<file path="config.mk">
export PLATFORM = sky130hd
export DESIGN_NAME = avr_serial_tx
export DESIGN_NICKNAME = d
export VERILOG_FILES = /design/src/rtl/avr_serial_tx.sv
export SDC_FILE = /design/constraint.sdc
export NUM_CORES = 1
export LEC_CHECK = 0
export BUFFER_PORTS_ARGS = -buffer_cell sky130_fd_sc_hd__buf_2
export CORE_UTILIZATION = 30
export DETAILED_ROUTE_END_ITERATION = 6
export MAX_ROUTING_LAYER = met4
export PLACE_DENSITY_LB_ADDON = 0.1
export SYNTH_ARGS = -nofsm -noshare
export SYNTH_HDL_FRONTEND = slang
export SYNTH_SLANG_ARGS = --single-unit
</file>
<file path="constraint.sdc">
create_clock -name clk -period 4.4 [get_ports clk]
set_clock_uncertainty 0.15 [all_clocks]
set_input_delay 0.22 -clock clk [delete_from_list [all_inputs] [get_ports clk]]
set_output_delay 0.22 -clock clk [all_outputs]
set_load 0.01 [all_outputs]
</file>
<file path="src/rtl/avr_serial_tx.sv">
// FIFO-buffered 8N1 serial transmitter for the FPGA-to-AVR link, LSB first, honouring avr_rx_busy.
// Define AVR_SERIAL_TX_PARITY_EN to add an even-parity bit (8E1 framing).
module avr_serial_tx #(
  parameter int unsigned CLK_PER_BIT = 100,
  parameter int unsigned FIFO_DEPTH  = 4
) (
  input  logic       clk,
  input  logic       rst,
  input  logic [7:0] tx_data,
  input  logic       tx_valid,
  output logic       tx_full,
  output logic       tx_overflow,
  input  logic       block,
  output logic       busy,
  output logic       tx
);

  localparam int unsigned PtrW = (FIFO_DEPTH > 1) ? $clog2(FIFO_DEPTH) : 1;
  localparam int unsigned CntW = $clog2(FIFO_DEPTH + 1);
  localparam int unsigned TimW = (CLK_PER_BIT > 1) ? $clog2(CLK_PER_BIT) : 1;
  localparam logic [TimW-1:0] TimLast = TimW'(CLK_PER_BIT - 1);
  localparam logic [CntW-1:0] CntFull = CntW'(FIFO_DEPTH);

`ifdef AVR_SERIAL_TX_PARITY_EN
  typedef enum logic [2:0] {StIdle, StStart, StData, StParity, StStop} state_e;
`else
  typedef enum logic [1:0] {StIdle, StStart, StData, StStop} state_e;
`endif

  state_e          state_q, state_d;
  logic [TimW-1:0] timer_q, timer_d;
  logic [2:0]      bit_q, bit_d;
  logic [7:0]      shift_q, shift_d;
  logic            tx_q, tx_d;
  logic            block_meta_q, block_s_q;
`ifdef AVR_SERIAL_TX_PARITY_EN
  logic            parity_q, parity_d;
`endif

  logic [7:0]      mem [FIFO_DEPTH];
  logic [PtrW-1:0] wr_ptr_q, rd_ptr_q;
  logic [CntW-1:0] count_q;
  logic            push, pop, fifo_nonempty, bit_end;

  assign fifo_nonempty = (count_q != '0);
  assign bit_end       = (timer_q == TimLast);
  // A full FIFO still accepts a push when the FSM pops in the same cycle.
  assign push          = tx_valid && ((count_q != CntFull) || pop);
  assign tx_overflow   = tx_valid && !push && !rst;
  assign tx_full       = (count_q == CntFull);
  assign busy          = fifo_nonempty || (state_q != StIdle);
  assign tx            = tx_q;

  always_ff @(posedge clk) begin
    if (rst) begin
      block_meta_q <= 1'b1;
      block_s_q    <= 1'b1;
    end else begin
      block_meta_q <= block;
      block_s_q    <= block_meta_q;
    end
  end

  always_ff @(posedge clk) begin
    if (push) mem[wr_ptr_q] <= tx_data;
  end

  always_ff @(posedge clk) begin
    if (rst) begin
      wr_ptr_q <= '0;
      rd_ptr_q <= '0;
      count_q  <= '0;
    end else begin
      if (push) wr_ptr_q <= wr_ptr_q + PtrW'(1);
      if (pop)  rd_ptr_q <= rd_ptr_q + PtrW'(1);
      count_q <= count_q + CntW'(push) - CntW'(pop);
    end
  end

  always_comb begin
    state_d = state_q;
    bit_d   = bit_q;
    shift_d = shift_q;
    pop     = 1'b0;
`ifdef AVR_SERIAL_TX_PARITY_EN
    parity_d = parity_q;
`endif
    timer_d = (state_q == StIdle || bit_end) ? '0 : timer_q + TimW'(1);
    case (state_q)
      StIdle: begin
        if (fifo_nonempty && !block_s_q) begin
          pop     = 1'b1;
          state_d = StStart;
        end
      end
      StStart: begin
        if (bit_end) begin
          state_d = StData;
          bit_d   = 3'd0;
        end
      end
      StData: begin
        if (bit_end) begin
          shift_d = shift_q >> 1;
          if (bit_q == 3'd7) begin
`ifdef AVR_SERIAL_TX_PARITY_EN
            state_d = StParity;
`else
            state_d = StStop;
`endif
          end else begin
            bit_d = bit_q + 3'd1;
          end
        end
      end
`ifdef AVR_SERIAL_TX_PARITY_EN
      StParity: begin
        if (bit_end) state_d = StStop;
      end
`endif
      StStop: begin
        if (bit_end) begin
          // Chain straight into the next start bit so queued bytes leave with no idle gap.
          if (fifo_nonempty && !block_s_q) begin
            pop     = 1'b1;
            state_d = StStart;
          end else begin
            state_d = StIdle;
          end
        end
      end
      default: state_d = StIdle;
    endcase
    if (pop) begin
      shift_d = mem[rd_ptr_q];
`ifdef AVR_SERIAL_TX_PARITY_EN
      parity_d = ^mem[rd_ptr_q];
`endif
    end
  end

  // The line level is registered from the next state so tx is glitch-free.
  always_comb begin
    tx_d = 1'b1;
    case (state_d)
      StStart:  tx_d = 1'b0;
      StData:   tx_d = shift_d[0];
`ifdef AVR_SERIAL_TX_PARITY_EN
      StParity: tx_d = parity_d;
`endif
      default:  tx_d = 1'b1;
    endcase
  end

  always_ff @(posedge clk) begin
    if (rst) begin
      state_q <= StIdle;
      timer_q <= '0;
      bit_q   <= '0;
      shift_q <= '0;
      tx_q    <= 1'b1;
`ifdef AVR_SERIAL_TX_PARITY_EN
      parity_q <= 1'b0;
`endif
    end else begin
      state_q <= state_d;
      timer_q <= timer_d;
      bit_q   <= bit_d;
      shift_q <= shift_d;
      tx_q    <= tx_d;
`ifdef AVR_SERIAL_TX_PARITY_EN
      parity_q <= parity_d;
`endif
    end
  end

endmodule

</file>
==> parameters.txt, run 1 <==
Parameter                              Value

Pwr
  Leakage power    around 1.2 nW
  Largest vdd supply drop    ~0.22 mV
  Power density normalized to cell area    between 400 and 500 nW/µm²

Detailed routing
  Average vias per placed instance    4.42
  Pre-antenna DRT Iters    6
  Violation count after the first detailed-route iteration    between 50 and 60
  Remaining antenna violation count    0
  Wire length per cell after detailed routing    roughly 14 µm
  Detailed-route wire length    around 5200 µm
  Total DRC errors in the routed layout    0
  Count of vias placed by the detailed router    between 1500 and 2000

Floorplan
  Full die area    9970 µm²
  Y dimension of the die    roughly 100 µm
  Top Ports    16
  DIE WIDTH    approximately 100 µm
  Core area    9240 µm²
  Initial cell density of the core    between 30% and 40%
  Rows    35

Clock tree
  Sink count of the clock tree    64
  Buffer depth of the longest clock path    2
  Clock latency at the later pin of the worst-skew pair    approximately 0.34 ns
  Clock transition at the register clock pins on the worst setup and hold paths after CTS    0.08 ns
  Deepest level of the CTS H-tree    3
  Clock root buffer    sky130_fd_sc_hd__clkbuf_8
  Post CTS Setup Buffer Count    0
  Cts repair resizes    0
  Total clock buffers created by CTS    9
  TritonCTS clock tree    built
  CTS Hold Bufs    9

Timing
  Max-slew violation count    0
  Max Fclk    ~320 MHz
  Final hold viol count    0
  Sum of negative setup slack    0 ns
  Worst rel slew slack    43.3%
  Time the final worst path needs with I/O delays and setup    ~3.2 ns
  Setup violators final    0
  RSZ-0062 raised after global routing    no
  Setup slack of the critical path after layout    ~1.2 ns
  Transition time at the pin with the least slew margin    approximately 0.85 ns
  Final cycle utilization of the critical path    71.7%

Placement
  Sum of net half-perimeters after detailed placement    between 3000 and 4000 µm
  Final GP Congestion    0.745
  Buffers added on ports    15
  Pre-CTS WS    between 1 and 1.5 ns
  Placement Cell Area    just over 3000 µm²

Synth
  Dominant register cell in the synthesized netlist    sky130_fd_sc_hd__edfxtp_1
  Synthesized-area fraction occupied by and/or/nand/nor cells    roughly 14%
  Fraction of registers with async set or reset after synthesis    0%
  Synth Register Bits    64
  Compound-gate portion of the synthesized area    slightly below 9%
  Yosys synthesis warning count    0
  Synth Area per Inst    around 13 µm²
  Post-Synth Adder-Cell Area    approximately 6.4%
  Syn Std Cell Area    ~2900 µm²
  Number of instances in the synthesized netlist    about 220
  Net count of the mapped netlist    approximately 240
  Multiplexer share of the synthesized area    around a tenth
  Number of flops mapped to enable cells by yosys    32
  Share of the synthesized netlist area taken by xor and xnor gates    ~3%
  Proportion of synthesized chip area in sequential cells    between 50% and 60%
  Distinct cell type count after synthesis    49
  Main combinational cell family by area after synthesis    simple AND/OR/NAND/NOR gates

Worst setup path
  Critical path fanouts, max    17
  Data arrival at the endpoint of the critical path    between 3 and 4 ns
  R2R Setup Slk    ~1.2 ns
  Kind of start point of the critical path    flip-flop
  Setup crit end kind    flip-flop
  Cell count of the worst reg-to-reg path    12
  Worst reg2reg path startpoint    state_q[0]$_SDFF_PP0_
  Data required, critical path    between 4 and 5 ns
  Crit path kind    flip-flop to flip-flop
  Reg2reg end    count_q[2]$_SDFF_PP0_

Finish
  Util after Layout    36.8%
  Share of final-layout standard cells stronger than drive strength 1    between 20% and 30%
  Design Area, Final    about 3400 µm²
  Area growth, synth to finish    18.2%
  Final layout net count    approximately 270
  Diode count    0
  Number of filler cells placed in the layout    around 900

GRT
  Number of antenna violations at the first check in global routing    0
  Overflow after GRT    0
  Via count of the first global-routing pass    1726
  Total global routing track utilization    between 10% and 20%
  Wire length of the first global-routing pass    between 8000 and 9000 µm
  Maximum number of pins on one net before global-route repair    29

Run status
  Run status    finished clean

Job
  Count of maximum capacitance violations    0

Hold path
  Launch point of the worst hold path    tx_valid
  Cell depth of the worst min-delay path    4
  End point of the most critical hold path    wr_ptr_q[0]$_SDFFE_PP0P_
  Min-Delay Path Class    primary input to flip-flop
==> synth_stat cells, drive strengths merged, types with 2 or more instances <==
cell type  count  area [µm²]
nand4bb        2        38.8
nand3          4        32.5
a21oi          2        10.0
a22oi          2        15.0
xor2           4        35.0
ha            13         163
dfxtp         32         641
nor3           5        36.3
nor2b          2        12.5
clkbuf         2        7.51
xnor2          6        52.6
nand2          7        26.3
inv           12        45.0
buf            4        23.8
mux4           8         180
or2            3        18.8
nor2          32         128
o21ai          7        35.0
a211oi         6        75.1
mux2i          9        90.1
edfxtp        32         961
and3           3        18.8
a31oi          2        12.5
==> metrics by stage <==
stage | hold slack, ns | total power, mW | cells
2_1_floorplan | 0.169 | 0.978 | 217
3_3_place_gp | 0.248 | 1.07 | 355
3_5_place_dp | 0.250 | 1.06 | 355
4_1_cts | 0.131 | 1.66 | 380
5_1_grt | 0.137 | 1.72 | 380
6_report | 0.132 | 1.63 | 380
==> power by group <==
part / switching (mW) / total (mW) / internal [mW]
Sequential: 0.0399 / 0.736 / 0.696
Clock: 0.256 / 0.581 / 0.326
Combinational: 0.175 / 0.313 / 0.138
Total: 0.470 / 1.63 / 1.16
==> per-layer routing <==
layer / global-route usage (%) / routed length (µm)
met1: 14.3 / 2460
met3: 3.34 / 136
met5: - / 0
met2: 19.0 / 2500
met4: 6.11 / 100
==> registers in the layout, indices dropped and copies added (netlist names), named ones only <==
name,count
mem,32
shift_q,8
timer_q,7
bit_q,3
count_q,3
rd_ptr_q,2
state_q,2
wr_ptr_q,2
block_meta_q,1
block_s_q,1
tx,1
==> kinds of logic (layout without fill, tap and decap cells) <==
group,Yosys count,count (layout)
mux,18,18
buf+inv,18,52
flops,64,64
xor+xnor,10,10
compound gates,29,29
simple gates,64,64
fa+ha+maj,14,14
==> placed cells by master, fill, tap and decap left out, types with 3 or more instances in the layout <==
master	instances
sky130_fd_sc_hd__buf_2	15
sky130_fd_sc_hd__mux4_2	8
sky130_fd_sc_hd__dlygate4sd3_1	9
sky130_fd_sc_hd__xor2_1	4
sky130_fd_sc_hd__nor3_1	4
sky130_fd_sc_hd__dfxtp_1	32
sky130_fd_sc_hd__xnor2_1	6
sky130_fd_sc_hd__o21ai_0	6
sky130_fd_sc_hd__mux2i_1	9
sky130_fd_sc_hd__nand2_1	7
sky130_fd_sc_hd__and3_1	3
sky130_fd_sc_hd__inv_1	12
sky130_fd_sc_hd__clkbuf_8	9
sky130_fd_sc_hd__ha_1	13
sky130_fd_sc_hd__nor2_1	31
sky130_fd_sc_hd__nand3_1	3
sky130_fd_sc_hd__a211oi_2	6
sky130_fd_sc_hd__edfxtp_1	32
==> how the worst max path moves through the flow <==
stage,startpoint,endpoint,cells past startpoint
detailed placement,state_q[0]$_SDFF_PP0_,count_q[2]$_SDFF_PP0_,12
global route,state_q[0]$_SDFF_PP0_,count_q[2]$_SDFF_PP0_,12
floorplan,state_q[0]$_SDFF_PP0_,count_q[2]$_SDFF_PP0_,13
finish,state_q[0]$_SDFF_PP0_,count_q[2]$_SDFF_PP0_,12
CTS,state_q[0]$_SDFF_PP0_,count_q[2]$_SDFF_PP0_,12
global placement,state_q[0]$_SDFF_PP0_,count_q[2]$_SDFF_PP0_,12
==> area by class of cell <==
cell class                 count  area, µm²  share of cell area, %
tap                          129        161                   4.75
inverter                      12       45.0                   1.33
clock buffer                   9        124                   3.65
multi-input combinational    135       1190                   35.2
clock inverter                 7        104                   3.06
timing repair buffer          24        165                   4.86
sequential                    64       1600                   47.2
==> critical path: stages (launching register included) <==
cell and delay, ns:
sky130_fd_sc_hd__dfxtp_1 0.38, sky130_fd_sc_hd__inv_1 0.13, sky130_fd_sc_hd__ha_1 0.34, sky130_fd_sc_hd__or3b_4 0.39, sky130_fd_sc_hd__nor4_4 0.31, sky130_fd_sc_hd__nor2_4 0.19, sky130_fd_sc_hd__nand2_1 0.15, sky130_fd_sc_hd__o21ai_1 0.07
sky130_fd_sc_hd__ha_1 0.19, sky130_fd_sc_hd__fa_1 0.38, sky130_fd_sc_hd__xnor2_1 0.18, sky130_fd_sc_hd__xnor2_1 0.14, sky130_fd_sc_hd__nor2_1 0.05
Note: power is estimated with default switching activity, not from simulation.
==> run 2: changes to the inputs <==
ABC_AREA = 1   (was unset)
clock period = 3.3 ns   (was 4.4 ns; I/O delays follow)
==> run 2 against run 1 <==
Sequential cell count did not move. Die area fell by 0.51%. Register-to-register slack got worse by 0.37 ns. First-iteration DRC count fell by 38%. Hold slack got worse by 0.10 ns. Synthesized area fell by 0.52%. Synthesized cell count rose by 35%. Sequential power rose by 32%. Via count rose by 19%.
==> parameters.txt, run 2 <==
Parameter                              Value

Finish
  Max FFs per register    32
  Top library cells by usage in the layout, fill and taps aside    sky130_fd_sc_hd__nand2_1, sky130_fd_sc_hd__nor2_1, sky130_fd_sc_hd__dfxtp_1, sky130_fd_sc_hd__edfxtp_1, sky130_fd_sc_hd__inv_1
  Final layout net count    350
  Share of final-layout standard cells stronger than drive strength 1    about 15%
  Biggest registers after layout    mem x32, shift_q x8, timer_q x7
  Diode count    0
  Area growth, synth to finish    17.5%
  Final non-filler cell total    around 460
  Top reg by flops    mem
  Most common cell after layout, fill and taps aside    sky130_fd_sc_hd__nand2_1

Detailed routing
  Count of vias placed by the detailed router    ~2000
  Pre-antenna DRT Iters    4
  Remaining antenna violation count    0
  Detailed-route wire length    approximately 6000 µm
  Wire length per cell after detailed routing    about 13 µm
  Average vias per placed instance    ~4.4
  Total DRC errors in the routed layout    0
  Violation count after the first detailed-route iteration    36

Synth
  Yosys synthesis warning count    0
  Syn Std Cell Area    between 2000 and 3000 µm²
  Number of instances in the synthesized netlist    just under 300
  Proportion of synthesized chip area in sequential cells    ~56%
  Share of the synthesized area in the top cell type    ~34%
  Synth Area per Inst    between 9 and 10 µm²
  Number of flops mapped to enable cells by yosys    32
  Dominant register cell in the synthesized netlist    sky130_fd_sc_hd__edfxtp_1
  Main area contributors after synthesis    sky130_fd_sc_hd__edfxtp_1, sky130_fd_sc_hd__dfxtp_1, sky130_fd_sc_hd__nand2_1
  Top cells by instance count after synthesis    sky130_fd_sc_hd__nand2_1, sky130_fd_sc_hd__nor2_1, sky130_fd_sc_hd__dfxtp_1, sky130_fd_sc_hd__edfxtp_1, sky130_fd_sc_hd__inv_1
  Most used standard cell by instance count after synthesis    sky130_fd_sc_hd__nand2_1
  Synth Register Bits    64
  Post-synthesis cell type with the largest combined area    sky130_fd_sc_hd__edfxtp_1
  Distinct cell type count after synthesis    34
  Net count of the mapped netlist    320
  Fraction of registers with async set or reset after synthesis    0%

GRT
  Wire length of the first global-routing pass    between 9000 and 10000 µm
  Maximum number of pins on one net before global-route repair    19
  Number of antenna violations at the first check in global routing    0
  Via count of the first global-routing pass    roughly 2000
  Overflow after GRT    0
  Total global routing track utilization    13.9%

Clock tree
  Post CTS Setup Buffer Count    0
  TritonCTS clock tree    built
  Clock root buffer    sky130_fd_sc_hd__clkbuf_8
  Clock transition at the register clock pins on the worst setup and hold paths after CTS    0.07 ns
  Total clock buffers created by CTS    9
  Sink count of the clock tree    64
  Clock latency at the later pin of the worst-skew pair    between 0.3 and 0.4 ns
  Buffer depth of the longest clock path    2
  Deepest level of the CTS H-tree    3

Pwr
  Power Total    2.17 mW
  Largest vdd supply drop    around 0.30 mV
  Leakage power    approximately 1.3 nW
  Power density normalized to cell area    between 600 and 700 nW/µm²

Worst setup path
  Data required, critical path    3.11 ns
  Setup crit end kind    flip-flop
  Kind of start point of the critical path    flip-flop
  Crit path kind    flip-flop to flip-flop
  Critical path fanouts, max    18
  Cell type of the slowest stage on the worst timing path    sky130_fd_sc_hd__nor2_1
  Cells along the critical path    ha_1 > nand2_2 > nor2_8 > nand3_4 > nand2_4 > nand2_8 > nand2_4 > nand2_2 > nor2_1
  Family of cells with the greatest summed delay on the critical path    simple AND/OR/NAND/NOR gates
  Buffers plus inverters on the worst setup path    0
  Slowest cell delay on critical path    roughly 0.57 ns
  Data arrival at the endpoint of the critical path    around 2.2 ns

Floorplan
  Full die area    9920 µm²
  Rows    35
  Y dimension of the die    around 100 µm
  Core area    ~9200 µm²
  Initial cell density of the core    between 30% and 40%
  DIE WIDTH    around 100 µm
  Top Ports    16

Run status
  Run status    finished clean

Job
  Count of maximum capacitance violations    0

Hold path
  Min-Delay Path Class    primary input to flip-flop

Timing
  Sum of negative setup slack    0 ns
  Time the final worst path needs with I/O delays and setup    approximately 2.4 ns
  Final hold viol count    0
  Transition time at the pin with the least slew margin    between 0.7 and 0.8 ns
  Max Fclk    approximately 410 MHz
  Worst rel slew slack    51.4%
  Final cycle utilization of the critical path    about 73%
  RSZ-0062 raised after global routing    no
  Setup violators final    0
  Max-slew violation count    0

Placement
  DP Cell Count    between 400 and 500
  Final GP Congestion    between 0.7 and 0.8
  Buffers added on ports    15
  Sum of net half-perimeters after detailed placement    4360 µm
[run 2: changes by cell type after synthesis, moves of 4 or more]
cell,delta
sky130_fd_sc_hd__a211oi_2,-6
sky130_fd_sc_hd__a21oi_1,+7
sky130_fd_sc_hd__a31oi_1,+4
sky130_fd_sc_hd__inv_1,+17
sky130_fd_sc_hd__mux2i_1,-9
sky130_fd_sc_hd__mux4_2,-8
sky130_fd_sc_hd__nand2_1,+44
sky130_fd_sc_hd__nand2_2,+4
sky130_fd_sc_hd__nand3_1,+14
sky130_fd_sc_hd__nor2_1,+6
sky130_fd_sc_hd__o21ai_0,+16
sky130_fd_sc_hd__o22ai_1,+7
sky130_fd_sc_hd__xnor2_1,-6
[run 2: timing repair]
item | CTS | global route
resized for setup | 0 | 0
hold buffers | 10 | 0
endpoints found under the hold margin | 35 | 0
[run 2: cells by family after synthesis]
logic type	share of synthesized area (%)
fa+ha+maj	6.39
buf+inv	5.34
simple gates	22.2
compound gates	9.06
flops	56.0
xor+xnor	0.920
[run 2: stage by stage]
stage	utilization (%)	instance area [µm²]	setup WS (ns)	hold WS (ns)
CTS	36.3	3360	0.842	0.0166
global placement	33.1	3060	0.927	0.199
finish	36.3	3360	0.879	0.0281
floorplan	-	2860	1.02	0.114
detailed placement	33.1	3060	0.868	0.202
global route	36.3	3360	0.624	0.0139
[run 2: routing by layer]
| layer | GRT usage, % | part of all wire, % |
|---|---|---|
| met1 | 16.3 | 46 |
| met2 | 22.9 | 50 |
| met3 | 4.43 | 3.0 |
| met4 | 3.73 | 0.87 |
| met5 | - | 0 |
[run 2: final cells by class]
type,count,area [µm²]
well taps,129,161
multi-input cells,193,1100
clock inverters,3,41.3
fillers,945,5880
flip-flops and latches,64,1600
repair buffers,25,175
inverters,31,116
clock buffers,13,159
[run 2: power by group]
part	switching, mW	leakage, nW	internal (mW)
logic	0.329	0.663	0.188
registers	0.0473	0.554	0.922
clock network	0.291	0.104	0.390
[run 2: worst register-to-register path, cell delays in order (launching register included)]
cell	delay, ns
sky130_fd_sc_hd__dfxtp_1	0.36
sky130_fd_sc_hd__ha_1	0.21
sky130_fd_sc_hd__nand2_2	0.10
sky130_fd_sc_hd__nor2_8	0.16
sky130_fd_sc_hd__nand3_4	0.09
sky130_fd_sc_hd__nand2_4	0.10
sky130_fd_sc_hd__nand2_8	0.11
sky130_fd_sc_hd__nand2_4	0.11
sky130_fd_sc_hd__nand2_2	0.09
sky130_fd_sc_hd__nor2_1	0.57
[run 2: worst paths after layout]
| path | slack, ns | cells after the start | to | start |
|---|---|---|---|---|
| max | 0.88 | 9 | mem[1][5]$_DFFE_PP_ | timer_q[0]$_SDFF_PP0_ |
| min | 0.03 | 2 | count_q[2]$_SDFF_PP0_ | rst |
| min reg2reg | 0.26 | 1 | block_s_q$_SDFF_PP1_ | block_meta_q$_SDFF_PP1_ |
| max reg2reg | 0.88 | 9 | mem[1][5]$_DFFE_PP_ | timer_q[0]$_SDFF_PP0_ |
==> run 3: changes to the inputs <==
ABC_AREA = 0   (was 1)
clock period = 2.1 ns   (was 3.3 ns; I/O delays follow)
==> run 3 against run 2 <==
The flow now finishes with violations (negative setup slack). Power grew 72%. Largest cell class unchanged. Register-to-register slack worse by 1.4 ns. Die area increased by 0.51%. Design area up 16%. Sequential power grew 58%. Highest routed layer unchanged. Setup slack got worse by 1.4 ns. Critical path depth rose by 2. Utilization increased by 6.0 points. Non-clock buffer count is 43 higher.
==> parameters.txt, run 3 (synthesized netlist as in run 1, its figures left out) <==
Parameter                              Value

Floorplan
  Initial cell density of the core    a little over 30%
  Top Ports    16
  DIE WIDTH    99.9 µm
  Rows    35
  Full die area    about 10000 µm²
  Core area    between 9000 and 10000 µm²
  Y dimension of the die    approximately 100 µm

Detailed routing
  Detailed-route wire length    ~5500 µm
  Average vias per placed instance    approximately 4.3
  Total DRC errors in the routed layout    0
  Count of vias placed by the detailed router    about 1800
  Pre-antenna DRT Iters    4
  Violation count after the first detailed-route iteration    39
  Wire length per cell after detailed routing    between 10 and 15 µm
  Remaining antenna violation count    0

Timing
  Final hold viol count    0
  Worst rel slew slack    63.2%
  Max Fclk    between 300 and 400 MHz
  Sum of negative setup slack    -5.98 ns
  Max-slew violation count    0
  Final cycle utilization of the critical path    124%
  Setup violators final    40
  RSZ-0062 raised after global routing    yes
  Transition time at the pin with the least slew margin    approximately 0.55 ns
  Time the final worst path needs with I/O delays and setup    approximately 2.6 ns
  Setup slack of the critical path after layout    -0.500 ns

Worst setup path
  Cell count of the worst reg-to-reg path    11
  R2R Setup Slk    -0.50 ns
  Slowest cell delay on critical path    between 0.3 and 0.4 ns
  Cells along the critical path    inv_4 > ha_4 > or3b_4 > nor4_4 > nor2_4 > or2_1 > buf_4 > fa_2 > xnor2_2 > xnor2_1 > nor2_1
  Crit path kind    flip-flop to flip-flop
  Critical path fanouts, max    3
  Kind of start point of the critical path    flip-flop
  Data required, critical path    roughly 2.2 ns
  Worst reg2reg path startpoint    state_q[0]$_SDFF_PP0_
  Reg2reg end    count_q[2]$_SDFF_PP0_
  Setup crit end kind    flip-flop
  Worst setup path startpoint    state_q[0]$_SDFF_PP0_
  Cell type of the slowest stage on the worst timing path    sky130_fd_sc_hd__or3b_4
  Data arrival at the endpoint of the critical path    2.68 ns

GRT
  Overflow after GRT    0
  Via count of the first global-routing pass    around 1800
  Total global routing track utilization    between 10% and 20%
  Number of antenna violations at the first check in global routing    0
  Maximum number of pins on one net before global-route repair    16
  Wire length of the first global-routing pass    about 9000 µm

Pwr
  Power Total    around 3.7 mW
  Power density normalized to cell area    roughly 960 nW/µm²
  Leakage power    1.49 nW
  Largest vdd supply drop    between 0.6 and 0.7 mV

Clock tree
  Clock latency at the later pin of the worst-skew pair    0.33 ns
  Buffer depth of the longest clock path    2
  TritonCTS clock tree    built
  Deepest level of the CTS H-tree    3
  Clock root buffer    sky130_fd_sc_hd__clkbuf_8
  Sink count of the clock tree    64
  Total clock buffers created by CTS    9
  Clock transition at the register clock pins on the worst setup and hold paths after CTS    ~0.08 ns

Run status
  Run status    finished with violations
  Failing checks    negative setup slack

Finish
  Design Area, Final    3910 µm²
  Biggest registers after layout    mem x32, shift_q x8, timer_q x7
  Util after Layout    42.3%
  Diode count    0
  Final layout net count    316
  Top reg by flops    mem
  Top library cells by usage in the layout, fill and taps aside    sky130_fd_sc_hd__buf_4, sky130_fd_sc_hd__edfxtp_1, sky130_fd_sc_hd__dfxtp_1, sky130_fd_sc_hd__nor2_1, sky130_fd_sc_hd__buf_2
  Area growth, synth to finish    36.1%
  Share of final-layout standard cells stronger than drive strength 1    roughly two fifths
  Most common cell after layout, fill and taps aside    sky130_fd_sc_hd__buf_4
  Number of filler cells placed in the layout    890
  Max FFs per register    32

Placement
  Pre-CTS WS    -0.694 ns
  Sum of net half-perimeters after detailed placement    just under 4000 µm
  Placement Cell Area    3490 µm²
  Final GP Congestion    0.732
  Buffers added on ports    15

Hold path
  End point of the most critical hold path    bit_q[2]$_SDFFE_PP0P_
  Min-Delay Path Class    primary input to flip-flop
  Launch point of the worst hold path    rst
  Cell depth of the worst min-delay path    2

Job
  Count of maximum capacitance violations    0
[run 3: cell count changes in the layout (fill, tap and decap cells not counted), sizes merged, moves of 8 or more]
cell,change
nand3,-15
nand2,-51
o21ai,-18
mux4,+8
mux2i,+9
nor2,-9
inv,-18
buf,+44
[run 3: layer usage]
layer  GRT usage, %  part of all wire (%)  wire (µm)
met3           3.34                   2.6        144
met4           4.41                   1.0         56
met2           20.3                    50       2770
met1           14.9                    46       2530
met5              -                     0          0
[run 3: critical path, delay by kind of cell (launching register included)]
kind / cells / cell delay (ns)
simple gates: 5 / 0.93
fa+ha+maj: 2 / 0.59
flops: 1 / 0.37
xor+xnor: 2 / 0.28
buf+inv: 2 / 0.18
[run 3: final cells by class]
cell class	instances	area, µm²	area share, %
clock inverter	7	104	2.66
inverter	12	47.5	1.22
sequential	64	1610	41.1
tap	129	161	4.13
timing repair buffer	68	561	14.3
multi-input combinational	135	1310	33.4
clock buffer	9	124	3.17
[run 3: report_power, final]
part / internal (mW) / switching [mW]
clock: 0.681 / 0.512
sequential: 1.46 / 0.0697
combinational: 0.530 / 0.484
total: 2.67 / 1.07
[run 3: worst max-delay path by stage]
stage,end,slack [ns]
floorplan,count_q[2]$_SDFF_PP0_,-0.87
global placement,count_q[1]$_SDFF_PP0_,-0.68
detailed placement,count_q[1]$_SDFF_PP0_,-0.69
CTS,count_q[2]$_SDFF_PP0_,-0.52
global route,count_q[2]$_SDFF_PP0_,-0.63
finish,count_q[2]$_SDFF_PP0_,-0.50
[run 3: stage by stage]
| stage | cells | hold WS, ns |
|---|---|---|
| 6_report | 424 | 0.0123 |
| 5_1_grt | 424 | 0.0139 |
| 4_1_cts | 421 | 0.00516 |
| 3_5_place_dp | 394 | 0.147 |
| 3_3_place_gp | 394 | 0.139 |
| 2_1_floorplan | 217 | 0.0539 |
[run 3: repair_timing]
action | 4_1_cts | 5_1_grt
hold buffers | 9 | 0
endpoints found under the hold margin | 33 | 0
pin swaps | 4 | 8
gates resized for setup | 8 | 8
buffers inserted | 2 | 4
gates cloned | 0 | 0
endpoints found under the setup margin | 51 | 46
